<file path="src/rtl/two_of_five_deser.sv">
// Serial 2-of-5 receiver: shifts 5 bits MSB first, decodes to BCD, one-entry valid/ready buffer.
// Define TWO_OF_FIVE_ERRCNT_EN to build the saturating err_count register.
module two_of_five_deser (
  input  logic       clk,
  input  logic       rst_n,
  input  logic       sync,
  input  logic       bit_valid,
  input  logic       ser_in,
  output logic [3:0] digit,
  output logic       out_valid,
  input  logic       out_ready,
  output logic       code_err,
  output logic       overrun,
  output logic [7:0] err_count
);

  typedef enum logic {EMPTY, FULL} state_t;

  state_t     state, state_nx;
  logic [3:0] shreg;
  logic [2:0] bcnt;
  logic [4:0] code;
  logic       done;
  logic       ok;
  logic [3:0] dec;
  logic [3:0] digit_nx;
  logic       ovr_nx;

  assign code = {shreg, ser_in};
  // sync wins over completion, so a sync on the 5th bit starts a new symbol
  assign done = bit_valid && !sync && (bcnt == 3'd4);

  always_comb begin
    ok  = 1'b1;
    dec = 4'd0;
    case (code)
      5'b00011: dec = 4'd0;
      5'b00101: dec = 4'd1;
      5'b00110: dec = 4'd2;
      5'b01001: dec = 4'd3;
      5'b01010: dec = 4'd4;
      5'b01100: dec = 4'd5;
      5'b10001: dec = 4'd6;
      5'b10010: dec = 4'd7;
      5'b10100: dec = 4'd8;
      5'b11000: dec = 4'd9;
      default:  ok  = 1'b0;
    endcase
  end

  always_ff @(posedge clk or negedge rst_n) begin
    if (!rst_n) begin
      shreg <= 4'd0;
      bcnt  <= 3'd0;
    end else if (bit_valid) begin
      if (sync) begin
        shreg <= {3'd0, ser_in};
        bcnt  <= 3'd1;
      end else if (bcnt == 3'd4) begin
        shreg <= 4'd0;
        bcnt  <= 3'd0;
      end else begin
        shreg <= {shreg[2:0], ser_in};
        bcnt  <= bcnt + 3'd1;
      end
    end else if (sync) begin
      shreg <= 4'd0;
      bcnt  <= 3'd0;
    end
  end

  always_comb begin
    state_nx = state;
    digit_nx = digit;
    ovr_nx   = 1'b0;
    unique case (state)
      EMPTY: begin
        if (done && ok) begin
          state_nx = FULL;
          digit_nx = dec;
        end
      end
      FULL: begin
        if (done && ok) begin
          if (out_ready) digit_nx = dec;
          else           ovr_nx   = 1'b1;
        end else if (out_ready) begin
          state_nx = EMPTY;
        end
      end
      default: state_nx = EMPTY;
    endcase
  end

  always_ff @(posedge clk or negedge rst_n) begin
    if (!rst_n) begin
      state    <= EMPTY;
      digit    <= 4'd0;
      code_err <= 1'b0;
      overrun  <= 1'b0;
    end else begin
      state    <= state_nx;
      digit    <= digit_nx;
      code_err <= done && !ok;
      overrun  <= ovr_nx;
    end
  end

  assign out_valid = (state == FULL);

`ifdef TWO_OF_FIVE_ERRCNT_EN
  always_ff @(posedge clk or negedge rst_n) begin
    if (!rst_n) begin
      err_count <= 8'd0;
    end else if (done && !ok && err_count != 8'hff) begin
      err_count <= err_count + 8'd1;
    end
  end
`else
  assign err_count = 8'd0;
`endif

endmodule

</file>
<file path="config.mk">
export PLATFORM = sky130hd
export DESIGN_NAME = two_of_five_deser
export DESIGN_NICKNAME = d
export VERILOG_FILES = /design/src/rtl/two_of_five_deser.sv
export SDC_FILE = /design/constraint.sdc
export NUM_CORES = 1
export LEC_CHECK = 0
export ABC_CLOCK_PERIOD_IN_PS = 2100
export CAP_MARGIN = 10
export CORE_ASPECT_RATIO = 1.1
export CORE_MARGIN = 2
export CORE_UTILIZATION = 37
export DETAILED_ROUTE_END_ITERATION = 12
export MAX_ROUTING_LAYER = met4
export PLACE_DENSITY = 0.67
export SETUP_SLACK_MARGIN = 0.1
export SYNTH_ARGS = -nofsm -noshare
export SYNTH_HDL_FRONTEND = slang
export SYNTH_SLANG_ARGS = --single-unit
</file>
<file path="constraint.sdc">
create_clock -name clk -period 2.1 [get_ports clk]
set_input_delay 0.42 -clock clk [delete_from_list [all_inputs] [get_ports clk]]
set_output_delay 0.42 -clock clk [all_outputs]
set_load 0.05 [all_outputs]
</file>
# --- Word-level counts from Yosys, hierarchy flattened ---
# Cells that the tools add are included.
word_totals:
  out_inout_bits: 15
  register_bits: 14
  elab_cells: 51
  input_bits: 6
op_classes:
  bitwise: 1
  n_reduce_logical: 9
  add_sub_neg: 1
  muxes: 20
  eq_ne: 14
ops:
  columns: ["op", "n"]
  rows:
  - ["$pmux 4 s9", 1]
  - ["$mux 4", 7]
  - ["$eq 5x5->1 const B", 4]
  - ["$eq 5x4->1 const B", 3]
  - ["$mux 3", 4]
  - ["$eq 5x3->1 const B", 2]
  - ["$reduce_or 10->1", 1]
  - ["$pmux 4 s2", 1]
  - ["$mux 1", 6]
  - ["$eq 5x2->1 const B", 1]
  - ["$logic_and 1x1->1", 4]
  - ["$ne 2x2->1 const B", 2]
  - ["$add 3x1->3 const B", 1]
  - ["$eq 3x3->1 const B", 1]
  - ["$reduce_and 3->1", 1]
  - ["$logic_not 1->1", 2]
  - ["$ne 2x1->1 const B", 1]
  - ["$pmux 1 s2", 1]
  - ["$reduce_bool 2->1", 1]
  - ["$not 1->1", 1]

# --- Longest topological paths before layout ---
# Gate-level depths: netlist of the first run.
logic_depth:
  ltp_word: 6
  depth_mapped: 6
  ltp_nobuf: 6

# --- Least setup slack after synthesis of the first run ---
# No wires, ideal clock.
synth_path:
  kind: "input-to-reg"
  startpoint: "in ser_in"
  endpoint: "reg digit[0]"
  path_slack_ns: 0.502
  setup_ns: 0.125
  t_arrival_ns: 1.473
  cell_stages: 4
  path_cell_list: "xor2_1 > o211a_4 > o31ai_4 > mux2_4"
synth_via:
  elab_chain_cells: 6
  elab_cells_between_ends: 21
  classes_between: "eq/ne: 12; mux: 6; reduce/logical: 3"
synth_rtl:
  columns: ["item", "line_no", "text"]
  rows:
  - ["start: declaration", "8", "input logic ser_in,"]
  - ["$eq 5x5->1 (tied with other cells)", "36", "case (code)"]
  - ["$reduce_or 10->1 (no source line)", null, null]
  - ["$mux 1", "36", null]
  - ["$logic_and 1x1->1", "78, 84", null]
  - ["$ne 2x2->1 (no source line) or $ne 2x1->1 (tied branches)", null, null]
  - ["$reduce_and 3->1 (no source line)", null, null]
  - ["end signal: assignment", "103", "digit <= digit_nx;"]
  - ["end: declaration", "9", "output logic [3:0] digit,"]
# Several ways; a longest one is shown, not always the timed one. The select of a mux whose other input is x is not followed.
# A chain may end at the register's enable or synchronous reset.

# --- Worst setup path in the final report of the first run ---
layout_path:
  startpoint: "reg digit[2]"
  endpoint: "out digit[2]"
# No word-level cell between the ends.

==> results.py, run 1 <==
metrics = {
    "cts": {
        "insertion_delay_ns": 0.28,
        "cts-htree-levels": 1,
        "cts_resized": 0,
        "cts_sinks": 14,
        "numCtsBuffers": 3,
        "cts_tree": "done",
        "cts_root_buffer": "clkbuf_4",
        "hold_buffers": 0,
        "post_cts_buffers": 0,
        "clk_pin_slew_ns": 0.08,
        "cts.path.max_buffers": 2,
    },
    "routing": {
        "routed_wl_um": 1720,
        "drc": 0,
        "drtIter0Drc": 8,
        "final_antenna_net_count": 0,
        "vias": 718,
        "wl_per_cell_um": 11.94,
        "via_per_inst": 4.986,
        "first_pass_iters": 4,
    },
    "outcome": {
        "status": "complete, no violations",
    },
    "logic_synthesis": {
        "synth_area_leader_cell": "dfrtp_1",
        "ys_ff_latch": 14,
        "synthTopCellsByArea": "dfrtp_1 (37%), buf_4 (8.6%), o21ai_0 (3.1%)",
        "synth_cell_type_count": 41,
        "yosysWarnings": 0,
        "synthCells": 98,
        "ys.flop_type": "dfrtp_1",
        "synth_top_area_frac": 0.3655,
        "avgSynthCellArea_sq_um": 9.780,
        "synth_edf_count": 0,
        "synth_adder_area_share": 0.02611,
        "synth_xor_area_frac": 0.04439,
        "synth_compound_area_frac": 0.1723,
        "synthArstFlopShare": 1.000,
        "synthSimpleGateAreaFrac": 0.2076,
        "synth_area_sq_um": 958.4,
        "synth_mux_area_frac": 0.05222,
        "ys_seq_area_frac": 0.3655,
        "synth_top_family_by_area": "simple AND/OR/NAND/NOR gates",
    },
    "layout": {
        "area_growth_pct": 16.71,
        "fin_cells": 144,
        "antenna_cells": 0,
        "drive_gt1_frac": 0.1770,
        "final_common_cell": "dfrtp_1",
        "final_nets": 123,
        "fillers": 249,
        "layout_common_cells": "dfrtp_1 (14), clkdlybuf4s50_1 (12), conb_1 (8), buf_4 (8)",
    },
    "global_routing": {
        "overflow": 0,
        "grt_pass1_vias": 688,
        "grt_usage": 0.1386,
        "grt_pass1_wl_um": 3042,
        "antenna_found_initial": 0,
        "grt_max_degree": 15,
    },
    "placement": {
        "dpl.hpwl_um": 1318,
        "post-place-cells": 141,
        "port_buffers": 12,
        "place.gp.congestion": 0.8080,
    },
    "worst_setup_path": {
        "crit_fanout": 2,
        "crit_arrival_ns": 1.47,
        "cpPeakStageDelay_ns": 0.81,
        "required_ns": 1.68,
        "critPathBufInv": 1,
        "crit_path_end_kind": "output port",
        "crit_path_start_kind": "flop",
        "crit_slowest_cell": "clkdlybuf4s50_1",
        "crit_chain": "clkdlybuf4s50_1",
        "crit_type": "flop to output port",
        "crit_family": "buffers and inverters",
    },
    "sta": {
        "tns_ns": 0,
        "finalSetupViolations": 0,
        "fin_skew_ns": 0.002385,
        "hold_viol_final": 0,
        "final.period_utilization": 0.8984,
        "slew_violations": 0,
        "final.min_clock_period_ns": 1.887,
        "tightest_slew_ns": 0.6303,
        "fmax_ghz": 0.5301,
        "rsz0062_at_grt": "no",
        "maxSlewHeadroom": 0.5785,
    },
    "power_and_ir_drop": {
        "ir_drop_mv": 0.2952,
        "power_density_mw_per_mm2": 504.3,
        "leakagePower_nw": 0.5006,
    },
    "floorplan": {
        "dieWidth_um": 52.53,
        "ios": 21,
        "rows": 19,
        "die_h_um": 57.38,
        "start_util": 0.3877,
        "core-area_sq_mm": 0.002472,
        "dieArea_sq_mm": 0.003014,
    },
    "worst_hold_path": {
        "hp-class": "flop to flop",
    },
    "flow_run": {
        "drv_cap": 0,
    },
}
==> Yosys cell counts (all sizes together), types with 2 or more instances <==
library cell  number
nand2b             3
nand4bb            2
inv                4
xnor2              2
or2b               2
ha                 2
mux2i              2
nor2               6
xor2               2
buf               14
a21oi              5
o21ai              7
nand2              6
nor3               2
mux2               2
o22ai              2
dfrtp             14
nand3              3
==> cell families after synthesis <==
| group | count (synthesis) |
|---|---|
| compound gates | 21 |
| xor+xnor | 4 |
| fa+ha+maj | 2 |
| buf+inv | 19 |
| flops | 14 |
| mux | 4 |
| other cells | 1 |
| simple gates | 33 |
==> flip-flops by register name (all words and copies together), names as in the netlist <==
name,count
out_valid,1
digit,4
bcnt,3
code_err,1
overrun,1
shreg,4
==> worst paths after layout <==
| check | cells past startpoint | startpoint | end | slack, ns |
|---|---|---|---|---|
| worst max-delay path | 1 | digit[2]$_DFFE_PN0P_ | digit[2] | 0.21 |
| worst min-delay path | 1 | digit[3]$_DFFE_PN0P_ | digit[3]$_DFFE_PN0P_ | 0.50 |
| worst max register to register | 4 | shreg[3]$_DFFE_PN0P_ | digit[2]$_DFFE_PN0P_ | 0.29 |
| worst min register to register | 1 | digit[3]$_DFFE_PN0P_ | digit[3]$_DFFE_PN0P_ | 0.50 |
| max in group asynchronous | 1 | rst_n | shreg[1]$_DFFE_PN0P_ | 1.17 |
| min in group asynchronous | 1 | rst_n | digit[0]$_DFFE_PN0P_ | 0.52 |
==> routing by layer <==
metal  vias to the layer above  share of wire  track usage
met4                         0          0.020      0.05495
met2                        10           0.51       0.2089
li1                        355              -            -
met1                       349           0.44       0.1741
met5                         -              0            -
met3                         4          0.030      0.03927
==> final cells by class <==
cell class                 instances  area, sq um  area share
tap                               31        38.79     0.03468
timing repair buffer              20        180.2      0.1611
multi-input combinational         72        511.7      0.4575
inverter                           4        15.01     0.01342
sequential                        14        350.3      0.3132
clock buffer                       3        22.52     0.02013
==> report_power, final <==
part | leakage, nW | internal [mW] | switching (mW)
logic | 0.301 | 0.0414 | 0.0744
clock network | 0.0138 | 0.0666 | 0.0882
registers | 0.186 | 0.278 | 0.0155
total | 0.501 | 0.386 | 0.178
==> through the flow <==
stage	area (sq um)	worst slack (ns)	util	hold WS (ns)	power, mW
3_5_place_dp	1096	-0.03785	0.4433	0.4902	0.4157
3_3_place_gp	1096	-0.01631	0.4433	0.4851	0.4126
4_1_cts	1119	0.2046	0.4524	0.5075	0.5716
5_1_grt	1119	0.1801	0.4524	0.5428	0.5931
6_report	1119	0.2134	0.4524	0.4982	0.5641
2_1_floorplan	984.7	0.5022	-	0.1244	0.3957
Power figures use the tool's default switching activity.
==> run 2: changes to the inputs <==
==> config.mk (replaced) <==
export PLATFORM = sky130hd
export DESIGN_NAME = two_of_five_deser
export DESIGN_NICKNAME = d
export VERILOG_FILES = /design/src/rtl/two_of_five_deser.sv
export SDC_FILE = /design/constraint.sdc
export NUM_CORES = 1
export LEC_CHECK = 0
export ABC_AREA = 1
export ABC_CLOCK_PERIOD_IN_PS = 2400
export CAP_MARGIN = 10
export CORE_ASPECT_RATIO = 1.1
export CORE_MARGIN = 2
export CORE_UTILIZATION = 37
export DETAILED_ROUTE_END_ITERATION = 12
export MAX_ROUTING_LAYER = met4
export PLACE_DENSITY = 0.69
export SETUP_SLACK_MARGIN = 0.3
export SYNTH_ARGS = -nofsm -noshare
export SYNTH_HDL_FRONTEND = slang
export SYNTH_SLANG_ARGS = --single-unit
==> constraint.sdc (replaced) <==
create_clock -name clk -period 2.4 [get_ports clk]
set_input_delay 0.48 -clock clk [delete_from_list [all_inputs] [get_ports clk]]
set_output_delay 0.48 -clock clk [all_outputs]
set_load 0.05 [all_outputs]
==> run 2 against run 1 <==
Against the previous run:
- via count is 4.6% lower
- register-to-register slack better by 0.71 ns
- routed wire length is 15% lower
- hold slack worse by 0.019 ns
- non-clock buffer count is 8 lower
- synthesized cell count is 8.2% higher
- clock power is 8% higher
- core utilization is 0.66 points higher
- largest power group unchanged
- sequential power is 15% lower
==> results.py, run 2 <==
metrics = {
    "routing": {
        "wl_per_cell_um": 9.747,
        "final_antenna_net_count": 0,
        "drtIter0Drc": 7,
        "via_per_inst": 4.567,
        "routed_wl_um": 1462,
        "drc": 0,
        "first_pass_iters": 4,
        "vias": 685,
    },
    "worst_setup_path": {
        "crit_type": "flop to output port",
        "worstRegToRegCells": 7,
        "crit_path_start_kind": "flop",
        "cpPeakStageDelay_ns": 0.80,
        "required_ns": 1.92,
        "crit_chain": "clkdlybuf4s50_1",
        "crit_fanout": 2,
        "crit_arrival_ns": 1.44,
        "r2r_setup_slack_ns": 1.00,
        "crit_path_end_kind": "output port",
        "crit_path_start": "digit[3]$_DFFE_PN0P_",
        "crit_family": "buffers and inverters",
        "crit_slowest_cell": "clkdlybuf4s50_1",
        "critPathBufInv": 1,
        "rr_startpoint": "bcnt[0]$_DFFE_PN0P_",
        "regToRegEndpoint": "digit[1]$_DFFE_PN0P_",
    },
    "worst_hold_path": {
        "hp-start": "digit[2]$_DFFE_PN0P_",
        "holdPathStages": 2,
        "hold_path_end": "digit[2]$_DFFE_PN0P_",
        "hp-class": "flop to flop",
    },
    "layout": {
        "drive_gt1_frac": 0.1917,
        "antenna_cells": 0,
        "multi_input_area_sq_um": 422.9,
        "fillers": 210,
        "fin_area_sq_mm": 0.001023,
        "register_area_sq_um": 350.3,
        "final_common_cell": "nand2_1",
        "layout_common_cells": "nand2_1 (22), dfrtp_1 (14), clkdlybuf4s50_1 (12), inv_1 (9), conb_1 (8)",
        "area_growth_pct": 18.04,
        "top_regs": "digit (4), shreg (4), bcnt (3)",
        "final_nets": 129,
    },
    "global_routing": {
        "grt_max_degree": 15,
        "grt_usage": 0.1314,
        "grt_pass1_wl_um": 2622,
        "grt_pass1_vias": 629,
        "antenna_found_initial": 0,
        "overflow": 0,
    },
    "placement": {
        "dpl.hpwl_um": 1165,
        "place.gp.congestion": 0.8131,
        "port_buffers": 12,
        "placed_area_sq_um": 987.2,
    },
    "logic_synthesis": {
        "avgSynthCellArea_sq_um": 8.180,
        "synth_edf_count": 0,
        "synth_area_leader_cell": "dfrtp_1",
        "ys_seq_area_frac": 0.4040,
        "yosysWarnings": 0,
        "synth_cell_type_count": 23,
        "synthArstFlopShare": 1.000,
        "ys.flop_type": "dfrtp_1",
        "synthCells": 106,
        "synth_top_area_frac": 0.4040,
        "synth_common_cells": "nand2_1 (22), dfrtp_1 (14), inv_1 (9), buf_4 (8), nor2_1 (7)",
        "synthTopCellsByArea": "dfrtp_1 (40%), nand2_1 (9.5%), buf_4 (6.9%)",
        "ys_ff_latch": 14,
        "synth_area_sq_um": 867.1,
        "synth.most_common_cell": "nand2_1",
    },
    "sta": {
        "finalSetupViolations": 0,
        "final.period_utilization": 0.7989,
        "tns_ns": 0,
        "rsz0062_at_grt": "no",
        "hold_viol_final": 0,
        "maxSlewHeadroom": 0.5787,
        "tightest_slew_ns": 0.6299,
        "final.min_clock_period_ns": 1.917,
        "fin_skew_ns": 0.004016,
        "fmax_ghz": 0.5216,
        "slew_violations": 0,
    },
    "floorplan": {
        "start_util": 0.3889,
        "ios": 21,
        "dieArea_sq_mm": 0.002747,
        "dieWidth_um": 50.16,
        "rows": 18,
        "die_h_um": 54.77,
        "core-area_sq_mm": 0.002230,
    },
    "power_and_ir_drop": {
        "p_sw_frac": 0.2938,
        "seqPwrFrac": 0.487,
        "power_density_mw_per_mm2": 500.2,
        "ir_drop_mv": 0.3226,
        "net-switching-power_mw": 0.1504,
        "leakagePower_nw": 0.4946,
        "p_comb_frac": 0.188,
        "p_int_mw": 0.3615,
        "clock_power_share": 0.326,
    },
    "cts": {
        "insertion_delay_ns": 0.28,
        "cts-htree-levels": 1,
        "cts_resized": 0,
        "cts_sinks": 14,
        "cts.path.max_buffers": 2,
        "post_cts_buffers": 0,
        "cts_tree": "done",
        "cts_root_buffer": "clkbuf_4",
        "hold_buffers": 0,
        "clk_pin_slew_ns": 0.08,
        "numCtsBuffers": 3,
    },
    "flow_run": {
        "drv_cap": 0,
    },
    "outcome": {
        "status": "complete, no violations",
    },
}
-- run 2: cell types whose count changed in the layout (fill, tap and decap cells not counted), sizes merged, moves of 4 or more --
cell and delta:
nand4 +5, nor2 +6, o21ai -4, nand2 +18
nand3 +4, buf -8, o22ai +4, inv +11
-- run 2: power by group through the flow --
| stage | Clock, mW | Combinational, mW | Sequential, mW |
|---|---|---|---|
| floorplan | 0 | 0.0819 | 0.254 |
| global placement | 0 | 0.0940 | 0.254 |
| detailed placement | 0 | 0.0964 | 0.254 |
| CTS | 0.173 | 0.0964 | 0.249 |
| global route | 0.186 | 0.106 | 0.250 |
| finish | 0.167 | 0.0960 | 0.249 |
-- run 2: worst max-delay path by stage --
stage / end / slack [ns] / cells after the start
final: digit[3] / 0.48 / 1
after detailed placement: digit[1]$_DFFE_PN0P_ / 0.48 / 8
after global placement: digit[1]$_DFFE_PN0P_ / 0.51 / 8
after global routing: digit[1] / 0.42 / 1
after CTS: digit[3] / 0.47 / 1
after floorplan: digit[0]$_DFFE_PN0P_ / 1.13 / 7
-- run 2: routing by layer --
metal  vias up  global-route usage  share of wire
met5         -                   -              0
met4         0             0.04167         0.0089
met3         2             0.04372          0.060
met2        17              0.2127           0.45
met1       308              0.1557           0.48
li1        358                   -              -
-- run 2: metrics by stage --
stage | cells | hold slack [ns] | setup slack, ns | power, mW | util
after global placement | 146 | 0.4618 | 0.5086 | 0.3477 | 0.4428
after detailed placement | 146 | 0.4622 | 0.4823 | 0.3503 | 0.4428
final | 150 | 0.4796 | 0.4827 | 0.5119 | 0.4590
after global routing | 150 | 0.5200 | 0.4165 | 0.5431 | 0.4590
after floorplan | 113 | 0.1844 | 1.128 | 0.3361 | -
after CTS | 150 | 0.4832 | 0.4671 | 0.5187 | 0.4590
-- run 2: kinds of logic (layout without fill, tap and decap cells) --
group | Yosys count | in the layout | share of synthesized area
DFF | 14 | 14 | 0.4040
other | 1 | 8 | 0.004325
AOI/OAI and AO/OA | 13 | 13 | 0.1010
buffers and inverters | 24 | 31 | 0.1385
adders and majority gates | 2 | 2 | 0.02886
and+or+nand+nor | 51 | 51 | 0.3131
xor gates and xnor gates | 1 | 1 | 0.01010
-- run 2: layout make-up --
type                    instances  share of cell area
clock buffers                   4             0.03545
multi-input cells              75              0.4132
repair buffers                 12              0.1174
well taps                      30             0.03667
flip-flops and latches         14              0.3423
inverters                      15             0.05501
==> run 3: changes to the inputs <==
--- a/config.mk
+++ b/config.mk
@@ -6,7 +6,7 @@
 export NUM_CORES = 1
 export LEC_CHECK = 0
 export ABC_AREA = 1
-export ABC_CLOCK_PERIOD_IN_PS = 2400
+export ABC_CLOCK_PERIOD_IN_PS = 1900
 export CAP_MARGIN = 10
 export CORE_ASPECT_RATIO = 1.1
 export CORE_MARGIN = 2
==> constraint.sdc (replaced) <==
create_clock -name clk -period 1.9 [get_ports clk]
set_input_delay 0.38 -clock clk [delete_from_list [all_inputs] [get_ports clk]]
set_output_delay 0.38 -clock clk [all_outputs]
set_load 0.05 [all_outputs]
==> run 3 against run 2 <==
Against the previous run:
- sequential cell count stayed put
- clock skew grew 0.0035 ns
- non-clock buffer count up 1
- largest power group unchanged
- global-route usage is essentially flat
- cell count is the same
- clock-buffer cell count shrank 1
==> results.py, run 3 (synthesized netlist as in run 2, its figures left out) <==
metrics = {
    "worst_setup_path": {
        "crit_family": "buffers and inverters",
        "crit_fanout": 2,
        "crit_path_end_kind": "output port",
        "crit_arrival_ns": 1.14,
        "required_ns": 1.52,
        "crit_path_start_kind": "flop",
        "crit_chain": "dlygate4sd2_1",
        "critPathBufInv": 1,
        "crit_type": "flop to output port",
        "crit_slowest_cell": "dlygate4sd2_1",
        "cpPeakStageDelay_ns": 0.52,
    },
    "sta": {
        "slew_violations": 0,
        "final.period_utilization": 0.7986,
        "finalSetupViolations": 0,
        "fmax_ghz": 0.6591,
        "setup_ws_ns": 0.3827,
        "hold_viol_final": 0,
        "fin_skew_ns": 0.007468,
        "final.min_clock_period_ns": 1.517,
        "tightest_slew_ns": 0.6044,
        "rsz0062_at_grt": "no",
        "tns_ns": 0,
        "maxSlewHeadroom": 0.5958,
    },
    "layout": {
        "register_area_sq_um": 350.3,
        "drive_gt1_frac": 0.2000,
        "final_common_cell": "nand2_1",
        "multi_input_area_sq_um": 430.4,
        "antenna_cells": 0,
        "layout_common_cells": "nand2_1 (22), dfrtp_1 (14), inv_1 (9), conb_1 (8), dlygate4sd2_1 (7)",
        "fillers": 215,
        "area_growth_pct": 17.46,
        "top_regs": "digit (4), shreg (4), bcnt (3)",
        "final_nets": 130,
    },
    "cts": {
        "hold_buffers": 0,
        "clk_pin_slew_ns": 0.07,
        "cts_tree": "done",
        "cts_root_buffer": "clkbuf_4",
        "cts_sinks": 14,
        "insertion_delay_ns": 0.27,
        "cts-htree-levels": 1,
        "cts.path.max_buffers": 2,
        "numCtsBuffers": 3,
    },
    "floorplan": {
        "core-area_sq_mm": 0.002230,
        "start_util": 0.3889,
        "dieArea_sq_mm": 0.002747,
        "die_h_um": 54.77,
        "rows": 18,
        "ios": 21,
        "dieWidth_um": 50.16,
    },
    "outcome": {
        "status": "complete, no violations",
    },
    "placement": {
        "place.gp.congestion": 0.7639,
        "port_buffers": 12,
        "dp_slack_ns": 0.1093,
        "dpl.hpwl_um": 1177,
    },
    "worst_hold_path": {
        "hp-class": "flop to flop",
    },
    "power_and_ir_drop": {
        "seqPwrFrac": 0.530,
        "net-switching-power_mw": 0.1803,
        "p_comb_frac": 0.206,
        "power_density_mw_per_mm2": 584.0,
        "p_sw_frac": 0.3032,
        "finalPower_mw": 0.5948,
        "clock_power_share": 0.264,
        "p_int_mw": 0.4145,
        "leakagePower_nw": 0.5367,
        "ir_drop_mv": 0.4364,
    },
    "global_routing": {
        "overflow": 0,
        "antenna_found_initial": 0,
        "grt_usage": 0.1309,
        "grt_pass1_wl_um": 2608,
        "grt_max_degree": 15,
        "grt_pass1_vias": 644,
    },
    "flow_run": {
        "drv_cap": 0,
    },
    "routing": {
        "wl_per_cell_um": 9.767,
        "first_pass_iters": 4,
        "vias": 707,
        "drtIter0Drc": 4,
        "via_per_inst": 4.713,
        "final_antenna_net_count": 0,
        "routed_wl_um": 1465,
        "drc": 0,
    },
}
## run 3: cell types whose count changed in the layout (fill, tap and decap cells not counted), sizes merged
cell           previous run  this run
buf                       0         1
clkbuf                    4         3
clkdlybuf4s50            12         4
dlygate4sd2               0         7
dlymetal6s2s              0         1
## run 3: final cells by class
class                   instances  area share
inverters                      15     0.05528
flip-flops and latches         14      0.3440
multi-input cells              75      0.4226
repair buffers                 13      0.1192
well taps                      30     0.03685
clock buffers                   3     0.02211
## run 3: path summary, 6_finish.rpt
check	slack, ns	endpoint	cells past startpoint	startpoint
hold / removal	0.46	digit[0]$_DFFE_PN0P_	2	digit[0]$_DFFE_PN0P_
hold reg to reg	0.46	digit[0]$_DFFE_PN0P_	2	digit[0]$_DFFE_PN0P_
min in group asynchronous	0.48	shreg[2]$_DFFE_PN0P_	1	rst_n
setup / recovery	0.38	digit[2]	1	digit[2]$_DFFE_PN0P_
max in group asynchronous	1.02	out_valid$_DFF_PN0_	1	rst_n
setup reg to reg	0.47	digit[1]$_DFFE_PN0P_	7	bcnt[0]$_DFFE_PN0P_
## run 3: per-layer routing
metal	GRT usage	routed length, um
met5	-	0
met4	0.05556	9
met3	0.04098	84
met2	0.2412	771
met1	0.1290	599
## run 3: power by group through the flow
stage          registers, mW  logic, mW  clock network, mW
3_3_place_gp           0.320      0.120                  0
4_1_cts                0.315      0.122              0.165
2_1_floorplan          0.321      0.103                  0
5_1_grt                0.316      0.137              0.179
6_report               0.315      0.122              0.157
3_5_place_dp           0.321      0.122                  0
## run 3: stage by stage
stage	std cells	hold slack [ns]	util	area, sq um
after CTS	150	0.4722	0.4523	1008
after floorplan	113	0.08441	-	893.4
final	150	0.4640	0.4568	1018
after global placement	147	0.4563	0.4461	994.7
after global routing	150	0.4865	0.4568	1018
after detailed placement	147	0.4595	0.4461	994.7
## run 3: what timing repair did
| item | 4_1_cts | 5_1_grt |
|---|---|---|
| resized for setup | 7 | 3 |
| endpoints found under the setup margin | 7 | 3 |
| buffers inserted | 0 | 0 |
